$ cat src/rtl/fifo_stream_reader.sv
// Read-side adapter: drains a registered-output FIFO into a valid/ready stream via a 3-entry prefetch buffer.
// Optional delivered-word counter enabled by defining FIFO_RD_CNT_EN.
module fifo_stream_reader #(
    parameter int DATA_W = 32
) (
    input  logic              clk,
    input  logic              rst,
    input  logic              fifo_empty,
    input  logic [DATA_W-1:0] fifo_dout,
    output logic              fifo_pop,
    input  logic              flush,
    output logic              m_valid,
    input  logic              m_ready,
    output logic [DATA_W-1:0] m_data
`ifdef FIFO_RD_CNT_EN
    ,
    output logic [15:0]       word_cnt
`endif
);

    logic [1:0]        occ;
    logic [1:0]        head;
    logic [1:0]        tail;
    logic              inflight;
    logic [DATA_W-1:0] buf_mem [0:2];
    logic [2:0]        level;
    logic              capture;
    logic              fire;

    function automatic logic [1:0] next_ptr(input logic [1:0] p);
        return (p == 2'd2) ? 2'd0 : p + 2'd1;
    endfunction

    // Pop decision uses only registered state and fifo_empty, never m_ready.
    always_comb begin
        level    = {1'b0, occ} + {2'b00, inflight};
        fifo_pop = !rst && !flush && !fifo_empty && (level < 3'd3);
        m_valid  = (occ != 2'd0);
        m_data   = buf_mem[head];
        fire     = m_valid && m_ready;
        capture  = inflight;
    end

    always_ff @(posedge clk or posedge rst) begin
        if (rst) begin
            occ      <= 2'd0;
            head     <= 2'd0;
            tail     <= 2'd0;
            inflight <= 1'b0;
            for (int i = 0; i < 3; i++) begin
                buf_mem[i] <= '0;
            end
        end else if (flush) begin
            // A word landing now is dropped; a same-cycle fire is moot once the buffer empties.
            occ      <= 2'd0;
            head     <= 2'd0;
            tail     <= 2'd0;
            inflight <= 1'b0;
        end else begin
            inflight <= fifo_pop;
            if (capture) begin
                buf_mem[tail] <= fifo_dout;
                tail          <= next_ptr(tail);
            end
            if (fire) begin
                head <= next_ptr(head);
            end
            case ({capture, fire})
                2'b10:   occ <= occ + 2'd1;
                2'b01:   occ <= occ - 2'd1;
                default: occ <= occ;
            endcase
        end
    end

`ifdef FIFO_RD_CNT_EN
    always_ff @(posedge clk or posedge rst) begin
        if (rst) begin
            word_cnt <= 16'd0;
        end else if (fire) begin
            word_cnt <= word_cnt + 16'd1;
        end
    end
`endif

endmodule
$ cat config.mk
export PLATFORM = sky130hd
export DESIGN_NAME = fifo_stream_reader
export DESIGN_NICKNAME = d
export VERILOG_FILES = /design/src/rtl/fifo_stream_reader.sv
export SDC_FILE = /design/constraint.sdc
export NUM_CORES = 1
export LEC_CHECK = 0
export BUFFER_PORTS_ARGS = -buffer_cell sky130_fd_sc_hd__buf_2
export CORE_MARGIN = 2
export CORE_UTILIZATION = 55
export DETAILED_ROUTE_END_ITERATION = 7
export PLACE_DENSITY_LB_ADDON = 0.12
export SLEW_MARGIN = 20
export SYNTH_ARGS = -nofsm -noshare
export SYNTH_HDL_FRONTEND = slang
export SYNTH_SLANG_ARGS = --single-unit
$ cat constraint.sdc
create_clock -name clk -period 7 [get_ports clk]
set_input_delay 0 -clock clk [delete_from_list [all_inputs] [get_ports clk]]
set_output_delay 0 -clock clk [all_outputs]
set_load 0.02 [all_outputs]
==> tab_implementation.tex, run 1 <==
\begin{tabular}{lr}
\hline
Metric & Value \\
\hline
\multicolumn{2}{l}{\textbf{Min path}} \\
Hold Path Class & in2reg \\
\multicolumn{2}{l}{\textbf{Setup path}} \\
Crit path kind & reg2out \\
CP Data Required Time & approximately 7.0 ns \\
Critical path, cell by cell & nor2b\_2 -> buf\_4 -> nand2\_1 -> o21ai\_0 -> buf\_2 \\
Crit-path max FO & 35 \\
Worst path arrival time & roughly 2.7 ns \\
Slowest cell delay on critical path & $\sim$0.81 ns \\
Critical Path End Type & primary output \\
Crit path max-delay cell type & sky130\_fd\_sc\_hd\_\_dfrtp\_2 \\
Critical path launch point type & flip-flop \\
\multicolumn{2}{l}{\textbf{Place}} \\
Post-DP HPWL & roughly 5500 um \\
Gp weighted congestion & approximately 0.72 \\
Placed Instances & between 500 and 600 \\
Count of input and output buffers & 70 \\
\multicolumn{2}{l}{\textbf{Layout}} \\
Post-layout instance count excluding filler cells & $\sim$560 \\
Ant diodes & 0 \\
Fraction of layout cells with a size suffix above 1 & 41.98\% \\
Post-layout net count & between 400 and 500 \\
Area grow syn2layout & 18.36\% \\
Commonest non-fill, non-tap cells in the layout & sky130\_fd\_sc\_hd\_\_dfrtp\_1, sky130\_fd\_sc\_hd\_\_buf\_2, sky130\_fd\_sc\_hd\_\_mux2\_2 \\
Leading cell type in the layout, fill and taps excluded & sky130\_fd\_sc\_hd\_\_dfrtp\_1 \\
Area of the multi-input gates & 2063 sq um \\
Footprint of the flip-flops and latches & about 2600 sq um \\
Fill cell instance count of the final layout & 667 \\
\multicolumn{2}{l}{\textbf{Timing}} \\
Number of hold violations in the final report & 0 \\
Worst clock skew & 0.01102 ns \\
Max\_slew headroom & 26.22\% \\
Setup Viol. Count Final & 0 \\
Worst Max-Slew Pin Slew & approximately 1.1 ns \\
Final Max Slew Viols & 0 \\
Fin crit period & 2.706 ns \\
Share of the cycle needed by the critical path after routing & 38.66\% \\
Fmax & between 0.3 and 0.4 GHz \\
Sum Neg Setup Slack & 0 ns \\
Setup repair after global routing missed its margin & false \\
\multicolumn{2}{l}{\textbf{Global routing}} \\
Congestion Overflow GR & 0 \\
Antenna violations before repair & 0 \\
GRT Util Overall & approximately a fifth \\
First-pass GRT wire length & $\sim$16000 um \\
Via count of the first global-routing pass & roughly 3.2k \\
Largest net degree at the start of global routing & 84 \\
\multicolumn{2}{l}{\textbf{Floorplan}} \\
Die height & 97.79 um \\
Die extent in x & 97.79 um \\
Row count & 34 \\
Die ar. & approximately 9600 sq um \\
Core footprint & approximately 8600 sq um \\
Top-level I/O count & 71 \\
Initial core utilization & a little under three fifths \\
\multicolumn{2}{l}{\textbf{Yosys}} \\
Number of register bits inferred by synthesis & between 100 and 150 \\
Mapped Nets & between 300 and 400 \\
Synth Cell Area & around 4800 sq um \\
Synthesized instance count & approximately 350 \\
Count of flip-flops with a built-in enable after synthesis & 0 \\
Largest area contributor in the synthesized netlist & sky130\_fd\_sc\_hd\_\_dfrtp\_1 \\
Post-synth top area share & 53.27\% \\
Synth Warn \# & 0 \\
Top cells by area in the synthesized netlist & sky130\_fd\_sc\_hd\_\_dfrtp\_1, sky130\_fd\_sc\_hd\_\_mux2\_2, sky130\_fd\_sc\_hd\_\_mux2\_4, sky130\_fd\_sc\_hd\_\_mux2i\_1, sky130\_fd\_sc\_hd\_\_o21ai\_0 \\
Syn avg cell area & about 14 sq um \\
Async S/R FF share, synth & 100.0\% \\
Library cells used by synthesis & 31 \\
Sequential cell area fraction in the yosys report & a little over half \\
Main synth FF type & sky130\_fd\_sc\_hd\_\_dfrtp\_1 \\
\multicolumn{2}{l}{\textbf{Clock network}} \\
Buffer type at the clock tree root & sky130\_fd\_sc\_hd\_\_clkbuf\_8 \\
Clock latency of the later-clocked register in the worst-skew pair & around 0.36 ns \\
Number of resized instances in the post-cts repair step & 0 \\
Clock sink count & 103 \\
Register clock-pin slew on the reported worst setup and hold paths & roughly 0.1 ns \\
Number of levels the H-tree was split into & 3 \\
Maximum clock path buffer count & 2 \\
Number of buffers inserted during clock tree synthesis & 9 \\
Clock tree from TritonCTS & yes \\
\multicolumn{2}{l}{\textbf{Power and ir drop}} \\
Comb power frac & 22.6\% \\
Int Pwr & 1.020 mW \\
Net switching power & between 400 and 500 uW \\
Sequential group share of total power & 51.1\% \\
Relative contribution of the clock network to total power & between 20\% and 30\% \\
Cell area power density & approximately 250 nW/um\^{}2 \\
Maximum vdd ir drop & $\sim$0.18 mV \\
Switching part of the total & between 20\% and 30\% \\
Leak pwr & about 2.6 nW \\
\multicolumn{2}{l}{\textbf{Drt}} \\
Mean routed wirelength per cell & $\sim$17 um \\
DRC & 0 \\
Vias after detailed routing & between 3k and 4k \\
1st-pass router iterations & 4 \\
Violation count after the first detailed-routing iteration & 68 \\
Routed Antenna Nets & 0 \\
Detailed-route wire length & 9338 um \\
DR vias/cell & approximately 5.3 \\
\multicolumn{2}{l}{\textbf{Outcome}} \\
Outcome & finished, final reports clean \\
\multicolumn{2}{l}{\textbf{Job}} \\
Max-capacitance violation count & 0 \\
\hline
\end{tabular}
==> sequential cells by signal (all words and copies together) (netlist names) <==
register  flops
occ           2
buf_mem      96
tail          2
capture       1
head          2
==> layout make-up <==
| cell class | count | share of cell area [%] |
|---|---|---|
| Sequential cell | 103 | 45.05 |
| Clock buffer | 9 | 2.163 |
| Inverter | 2 | 0.1748 |
| Timing Repair Buffer | 109 | 12.82 |
| Clock inverter | 7 | 1.398 |
| Tap cell | 108 | 2.360 |
| Multi-Input combinational cell | 225 | 36.03 |
==> routing by layer <==
layer	vias up	track usage [%]	share of wire, %
li1	1437	-	-
met5	-	0	0
met4	0	5.769	0.87
met1	1516	28.36	47
met2	48	33.53	49
met3	6	4.223	3.0
==> power groups by stage <==
stage	clock (mW)	combinational, mW	sequential, mW
2_1_floorplan	0	0.229	0.732
3_3_place_gp	0	0.307	0.743
3_5_place_dp	0	0.313	0.748
4_1_cts	0.392	0.329	0.737
5_1_grt	0.415	0.355	0.749
6_report	0.379	0.326	0.737
==> repair_timing <==
action,CTS,global route
endpoints found under the hold margin,118,0
hold buffers,35,0
setup buffers,0,0
==> stage by stage <==
step	cell area (sq um)	util, %	worst slack [ns]	power [mW]	hold slack [ns]
6_report	5727	66.31	4.294	1.442	0.03952
5_1_grt	5727	66.31	4.158	1.519	0.06689
4_1_cts	5722	66.26	3.979	1.457	0.02473
3_5_place_dp	5167	59.84	4.380	1.061	-0.02473
3_3_place_gp	5167	59.84	4.477	1.051	-0.02902
2_1_floorplan	4838	-	4.296	0.9608	0.1347
==> worst max-delay path, delay by kind of cell, from the launching register on <==
kind,cells,cell delay (ns)
DFF,1,0.81
buffers and inverters,2,0.60
AOI/OAI and AO/OA,1,0.12
and+or+nand+nor,2,0.80
==> final timing paths <==
path	endpoint	slack, ns	from	cells after the start
worst max-delay path	m_data[20]	4.29	head[1]	5
worst min-delay path	occ[1]	0.04	m_ready	4
worst max register to register	buf_mem[62]	5.04	capture	3
worst min register to register	buf_mem[19]	0.49	buf_mem[19]	1
max in group asynchronous	head[1]	5.81	rst	4
min in group asynchronous	buf_mem[45]	0.15	rst	3
==> logic make-up (layout without fill, tap and decap cells) <==
family,count (synthesis),in the layout,share of synthesized area (%)
buf+inv,24,127,4.137
fa+ha+maj,2,2,0.5171
simple gates,52,52,6.000
flops,103,103,53.27
compound gates,41,41,4.344
mux,130,130,31.73
==> cell usage after synthesis, drive strengths merged (2+ instances only) <==
library cell / n
buf: 18
nor2: 3
a21oi: 6
o21ai: 34
nand2b: 3
ha: 2
nor3: 4
mux2i: 33
nor2b: 2
nand2: 34
dfrtp: 103
mux2: 97
clkbuf: 4
inv: 2
(Power assumes the default switching activity.)
==> inputs of run 2 (changes only) <==
--- a/config.mk
+++ b/config.mk
@@ -7,7 +7,7 @@
 export LEC_CHECK = 0
 export BUFFER_PORTS_ARGS = -buffer_cell sky130_fd_sc_hd__buf_2
 export CORE_MARGIN = 2
-export CORE_UTILIZATION = 55
+export CORE_UTILIZATION = 51
 export DETAILED_ROUTE_END_ITERATION = 7
 export PLACE_DENSITY_LB_ADDON = 0.12
 export SLEW_MARGIN = 20
==> constraint.sdc (replaced) <==
create_clock -name clk -period 2.3 [get_ports clk]
set_input_delay 0 -clock clk [delete_from_list [all_inputs] [get_ports clk]]
set_output_delay 0 -clock clk [all_outputs]
set_load 0.02 [all_outputs]
==> run 2 against run 1 <==
  * First-iteration DRC count is 32% higher
  * Worst hold slack better by 0.011 ns
  * Global-route usage is 0.52 points lower
  * Utilization is 3.1 points lower
  * Non-clock buffer count is 8 higher
  * Power grew to 3.0 times the previous value
  * Sequential share of layout area is 0.87 points lower
  * Clock power grew to 2.9 times the previous value
  * Design area is 1.9% higher
  * Clock skew is 0.00082 ns higher
  * Critical path type unchanged
==> tab_implementation.tex, run 2 (synthesized netlist as in run 1, its figures left out) <==
\begin{tabular}{lr}
\hline
Metric & Value \\
\hline
\multicolumn{2}{l}{\textbf{Outcome}} \\
Outcome & finished, final reports clean \\
\multicolumn{2}{l}{\textbf{Timing}} \\
Number of hold violations in the final report & 0 \\
Setup repair after global routing missed its margin & false \\
Worst Max-Slew Pin Slew & 0.6139 ns \\
Sum Neg Setup Slack & 0 ns \\
Final Max Slew Viols & 0 \\
Worst hold slack & around 0.050 ns \\
Max\_slew headroom & between 50\% and 60\% \\
Share of the cycle needed by the critical path after routing & 88.87\% \\
Fmax & a little under 0.5 GHz \\
Fin crit period & approximately 2.0 ns \\
Worst clock skew & $\sim$0.012 ns \\
Setup Viol. Count Final & 0 \\
\multicolumn{2}{l}{\textbf{Place}} \\
Count of input and output buffers & 70 \\
Post-DP HPWL & 6121 um \\
Gp weighted congestion & just under 0.7 \\
\multicolumn{2}{l}{\textbf{Setup path}} \\
Worst reg-to-reg setup slack & 0.53 ns \\
Crit path kind & reg2out \\
R2R cell count & 4 \\
Crit-path max FO & 11 \\
Critical path launch point type & flip-flop \\
CP Data Required Time & approximately 2.3 ns \\
Worst path arrival time & approximately 2 ns \\
Critical Path End Type & primary output \\
\multicolumn{2}{l}{\textbf{Layout}} \\
Fraction of layout cells with a size suffix above 1 & between 40\% and 50\% \\
Fill cell instance count of the final layout & 710 \\
Post-layout net count & 497 \\
Largest register FFs & 96 \\
Area grow syn2layout & 20.64\% \\
Register name with the most flops & buf\_mem \\
Commonest non-fill, non-tap cells in the layout & sky130\_fd\_sc\_hd\_\_dfrtp\_1, sky130\_fd\_sc\_hd\_\_buf\_2, sky130\_fd\_sc\_hd\_\_mux2\_2 \\
Leading cell type in the layout, fill and taps excluded & sky130\_fd\_sc\_hd\_\_dfrtp\_1 \\
Ant diodes & 0 \\
\multicolumn{2}{l}{\textbf{Floorplan}} \\
Die height & just over 100 um \\
Initial core utilization & a little over half \\
Row count & 35 \\
Core footprint & approximately 9200 sq um \\
Die extent in x & just over 100 um \\
Top-level I/O count & just over 70 \\
Die ar. & 10280 sq um \\
\multicolumn{2}{l}{\textbf{Power and ir drop}} \\
Cell area power density & roughly 740 nW/um\^{}2 \\
Power consumption & 4.334 mW \\
Leak pwr & between 2 and 3 nW \\
Maximum vdd ir drop & 0.3564 mV \\
\multicolumn{2}{l}{\textbf{Drt}} \\
Routed Antenna Nets & 0 \\
Mean routed wirelength per cell & $\sim$16 um \\
Vias after detailed routing & about 3.1k \\
DRC & 0 \\
Detailed-route wire length & approximately 9700 um \\
1st-pass router iterations & 5 \\
DR vias/cell & between 5 and 6 \\
Violation count after the first detailed-routing iteration & 90 \\
\multicolumn{2}{l}{\textbf{Global routing}} \\
Largest net degree at the start of global routing & between 50 and 60 \\
Via count of the first global-routing pass & roughly 3.2k \\
Antenna violations before repair & 0 \\
First-pass GRT wire length & between 15000 and 20000 um \\
GRT Util Overall & $\sim$20\% \\
Congestion Overflow GR & 0 \\
\multicolumn{2}{l}{\textbf{Clock network}} \\
Buffer type at the clock tree root & sky130\_fd\_sc\_hd\_\_clkbuf\_8 \\
Number of resized instances in the post-cts repair step & 0 \\
Post CTS Setup Buffer Count & 0 \\
Number of buffers inserted during clock tree synthesis & 9 \\
Clock tree from TritonCTS & yes \\
Register clock-pin slew on the reported worst setup and hold paths & around 0.10 ns \\
Hold buffer count at CTS & 35 \\
Clock latency of the later-clocked register in the worst-skew pair & 0.37 ns \\
Maximum clock path buffer count & 2 \\
Clock sink count & between 100 and 150 \\
Number of levels the H-tree was split into & 3 \\
\multicolumn{2}{l}{\textbf{Job}} \\
Max-capacitance violation count & 0 \\
\multicolumn{2}{l}{\textbf{Min path}} \\
Number of instances on the worst hold path & 4 \\
Hold Path Class & in2reg \\
\hline
\end{tabular}
[run 2: cell types whose count changed in the layout (fill, tap and decap cells not counted), sizes merged]
cell / previous run / this run
bufinv: 1 / 0
buf: 74 / 82
clkinv: 3 / 2
inv: 4 / 5
clkbuf: 9 / 10
[run 2: final timing paths]
path,startpoint,endpoint
worst max-delay path,capture,fifo_pop
worst min-delay path,m_ready,occ[1]
worst max register to register,capture,buf_mem[62]
worst min register to register,buf_mem[19],buf_mem[19]
max in group asynchronous,rst,buf_mem[24]
min in group asynchronous,rst,buf_mem[86]
[run 2: routing by layer]
metal	vias to the layer above	routed length, um	track usage, %
li1	1452	-	-
met1	1574	4467	26.88
met2	49	4792	32.96
met3	7	304	4.486
met4	0	99	5.821
met5	-	0	0
[run 2: power by group]
group / leakage (nW) / switching (mW) / internal (mW)
sequential: 1.29 / 0.145 / 2.09
combinational: 1.23 / 0.490 / 0.507
clock: 0.0996 / 0.660 / 0.443
[run 2: cell type report]
| class | instances | area, sq um | area share [%] |
|---|---|---|---|
| Sequential cell | 103 | 2579 | 44.18 |
| Multi-Input combinational cell | 225 | 2068 | 35.43 |
| Timing Repair Buffer | 117 | 828.3 | 14.19 |
| Tap cell | 129 | 161.4 | 2.765 |
| Clock buffer | 10 | 137.6 | 2.358 |
| Clock inverter | 6 | 51.30 | 0.8789 |
| Inverter | 2 | 11.26 | 0.1929 |
[run 2: stage by stage]
step / worst slack (ns) / instance area, sq um / std cells / utilization, %
2_1_floorplan: 0.7641 / 4842 / 352 / -
3_5_place_dp: 0.5240 / 5298 / 541 / 57.33
5_1_grt: 0.1002 / 5837 / 592 / 63.17
6_report: 0.2559 / 5837 / 592 / 63.17
4_1_cts: 0.2276 / 5837 / 592 / 63.17
3_3_place_gp: 0.5885 / 5298 / 541 / 57.33
[run 2: critical path, stage by stage, from the launching register on]
cell and delay [ns]:
sky130_fd_sc_hd__dfrtp_1 0.53, sky130_fd_sc_hd__ha_1 0.25, sky130_fd_sc_hd__ha_1 0.17, sky130_fd_sc_hd__or4_1 0.43, sky130_fd_sc_hd__a21oi_1 0.12, sky130_fd_sc_hd__buf_2 0.17
==> inputs of run 3 (changes only) <==
--- a/config.mk
+++ b/config.mk
@@ -6,10 +6,12 @@
 export NUM_CORES = 1
 export LEC_CHECK = 0
 export BUFFER_PORTS_ARGS = -buffer_cell sky130_fd_sc_hd__buf_2
-export CORE_MARGIN = 2
+export CORE_MARGIN = 5
 export CORE_UTILIZATION = 51
+export CTS_CLUSTER_DIAMETER = 50
 export DETAILED_ROUTE_END_ITERATION = 7
 export PLACE_DENSITY_LB_ADDON = 0.12
+export SKIP_CTS_REPAIR_TIMING = 1
 export SLEW_MARGIN = 20
 export SYNTH_ARGS = -nofsm -noshare
 export SYNTH_HDL_FRONTEND = slang
==> run 3 against run 2 <==
  * Via count fell by 0.29%
  * Final cell count grew 0.34%
  * First-iteration DRC count increased by 69%
  * Routed wire length rose by 1.7%
  * Largest cell class unchanged
  * Largest power group unchanged
==> tab_implementation.tex, run 3 (synthesized netlist as in run 1, its figures left out) <==
\begin{tabular}{lr}
\hline
Metric & Value \\
\hline
\multicolumn{2}{l}{\textbf{Place}} \\
Cell area after placement & around 5300 sq um \\
Count of input and output buffers & 70 \\
Place WS & approximately 0.54 ns \\
Post-DP HPWL & between 6000 and 7000 um \\
Gp weighted congestion & 0.7448 \\
\multicolumn{2}{l}{\textbf{Layout}} \\
Leading cell type in the layout, fill and taps excluded & sky130\_fd\_sc\_hd\_\_dfrtp\_1 \\
Commonest non-fill, non-tap cells in the layout & sky130\_fd\_sc\_hd\_\_dfrtp\_1, sky130\_fd\_sc\_hd\_\_buf\_2, sky130\_fd\_sc\_hd\_\_mux2\_2 \\
Largest register FFs & 96 \\
Post-layout net count & around 500 \\
Post-Layout Inst Area & approximately 6000 sq um \\
Fill cell instance count of the final layout & roughly 740 \\
Ant diodes & 0 \\
Area grow syn2layout & 21.08\% \\
Fraction of layout cells with a size suffix above 1 & between 40\% and 50\% \\
Register name with the most flops & buf\_mem \\
\multicolumn{2}{l}{\textbf{Setup path}} \\
Worst Setup SP & capture \\
Crit path kind & reg2reg \\
CP Data Required Time & 2.59 ns \\
Critical R2R Launch & capture \\
Critical Path End Type & flip-flop \\
Worst reg-to-reg setup slack & about 0.17 ns \\
Endpoint of the lowest-slack register-to-register path & capture \\
Crit-path max FO & 11 \\
Critical path launch point type & flip-flop \\
R2R cell count & 5 \\
Worst path arrival time & around 2.4 ns \\
\multicolumn{2}{l}{\textbf{Clock network}} \\
Clock sink count & approximately 100 \\
Clock latency of the later-clocked register in the worst-skew pair & 0.37 ns \\
Buffer type at the clock tree root & sky130\_fd\_sc\_hd\_\_clkbuf\_8 \\
Maximum clock path buffer count & 2 \\
Number of buffers inserted during clock tree synthesis & 9 \\
Register clock-pin slew on the reported worst setup and hold paths & around 0.10 ns \\
Clock tree from TritonCTS & yes \\
Number of levels the H-tree was split into & 3 \\
\multicolumn{2}{l}{\textbf{Global routing}} \\
Via count of the first global-routing pass & $\sim$3.1k \\
Antenna violations before repair & 0 \\
Largest net degree at the start of global routing & 55 \\
Congestion Overflow GR & 0 \\
First-pass GRT wire length & around 16000 um \\
GRT Util Overall & between 10\% and 20\% \\
\multicolumn{2}{l}{\textbf{Timing}} \\
Setup Viol. Count Final & 0 \\
Sum Neg Setup Slack & 0 ns \\
Fmax & roughly 0.47 GHz \\
Max\_slew headroom & between 50\% and 60\% \\
Number of hold violations in the final report & 0 \\
Share of the cycle needed by the critical path after routing & around 93\% \\
Worst hold slack & roughly 0.012 ns \\
Worst Max-Slew Pin Slew & just over 0.7 ns \\
Fin crit period & 2.132 ns \\
Final Max Slew Viols & 0 \\
Worst clock skew & around 0.015 ns \\
Slack of the critical path & 0.1682 ns \\
Setup repair after global routing missed its margin & false \\
\multicolumn{2}{l}{\textbf{Drt}} \\
Vias after detailed routing & between 3k and 4k \\
DRC & 0 \\
Violation count after the first detailed-routing iteration & 152 \\
DR vias/cell & $\sim$5.2 \\
Detailed-route wire length & approximately 9800 um \\
Mean routed wirelength per cell & between 15 and 20 um \\
Routed Antenna Nets & 0 \\
1st-pass router iterations & 4 \\
\multicolumn{2}{l}{\textbf{Outcome}} \\
Outcome & finished, final reports clean \\
\multicolumn{2}{l}{\textbf{Floorplan}} \\
Initial core utilization & between 50\% and 60\% \\
Die height & 107.4 um \\
Die extent in x & $\sim$110 um \\
Core footprint & approximately 9000 sq um \\
Top-level I/O count & 71 \\
Row count & 35 \\
Die ar. & about 12000 sq um \\
\multicolumn{2}{l}{\textbf{Job}} \\
Max-capacitance violation count & 0 \\
\multicolumn{2}{l}{\textbf{Min path}} \\
Hold Path Class & in2reg \\
Endpoint, Worst Hold & tail[0] \\
Start point of the worst hold path & flush \\
Number of instances on the worst hold path & 2 \\
\multicolumn{2}{l}{\textbf{Power and ir drop}} \\
Cell area power density & approximately 770 nW/um\^{}2 \\
Leak pwr & between 2 and 3 nW \\
Maximum vdd ir drop & between 0.4 and 0.5 mV \\
\hline
\end{tabular}
## run 3: cell types whose count changed in the layout (fill, tap and decap cells not counted)
cell                         delta
sky130_fd_sc_hd__inv_6          -2
sky130_fd_sc_hd__clkinv_4       -1
sky130_fd_sc_hd__clkbuf_1       +1
sky130_fd_sc_hd__clkinvlp_4     +1
sky130_fd_sc_hd__bufinv_16      +2
sky130_fd_sc_hd__buf_12         -2
sky130_fd_sc_hd__clkbuf_8       -1
sky130_fd_sc_hd__buf_4          +4
## run 3: worst max path at each step
stage | end | slack (ns) | cells past startpoint
6_report | capture | 0.17 | 5
5_1_grt | capture | 0.06 | 5
3_5_place_dp | buf_mem[45] | 0.54 | 4
2_1_floorplan | fifo_pop | 0.76 | 4
4_1_cts | m_data[30] | 0.24 | 4
3_3_place_gp | buf_mem[45] | 0.57 | 4
## run 3: routing by layer
layer / vias up / global-route usage, % / part of all wire (%)
met5: - / 0 / 0
met4: 0 / 3.787 / 0.78
met3: 7 / 4.199 / 2.9
met2: 54 / 28.55 / 47
met1: 1555 / 24.71 / 49
li1: 1457 / - / -
## run 3: per-stage QoR
step	total power, mW	std cells	utilization [%]
after CTS	4.505	559	59.61
after floorplan	2.925	352	-
after detailed placement	3.232	543	57.22
final	4.489	594	63.40
after global routing	4.750	594	63.40
after global placement	3.202	543	57.22
## run 3: area by class of cell
| type | instances | area (sq um) | share of cell area (%) |
|---|---|---|---|
| clock buffer | 10 | 127.6 | 2.179 |
| multi-input combinational | 225 | 2068 | 35.31 |
| sequential | 103 | 2579 | 44.02 |
| tap | 129 | 161.4 | 2.755 |
| inverter | 2 | 11.26 | 0.1922 |
| clock inverter | 6 | 92.59 | 1.581 |
| timing repair buffer | 119 | 818.3 | 13.97 |
## run 3: power breakdown
part | switching, mW | leakage [nW] | internal (mW)
Clock | 0.639 | 0.109 | 0.624
Combinational | 0.488 | 1.23 | 0.504
Sequential | 0.146 | 1.29 | 2.09
Total | 1.27 | 2.63 | 3.22
## run 3: critical path, cell delays in order (launching register included)
cell	delay [ns]
sky130_fd_sc_hd__dfrtp_1	0.53
sky130_fd_sc_hd__ha_1	0.25
sky130_fd_sc_hd__ha_1	0.17
sky130_fd_sc_hd__or4_1	0.41
sky130_fd_sc_hd__dlygate4sd3_1	0.57
sky130_fd_sc_hd__a21oi_1	0.12
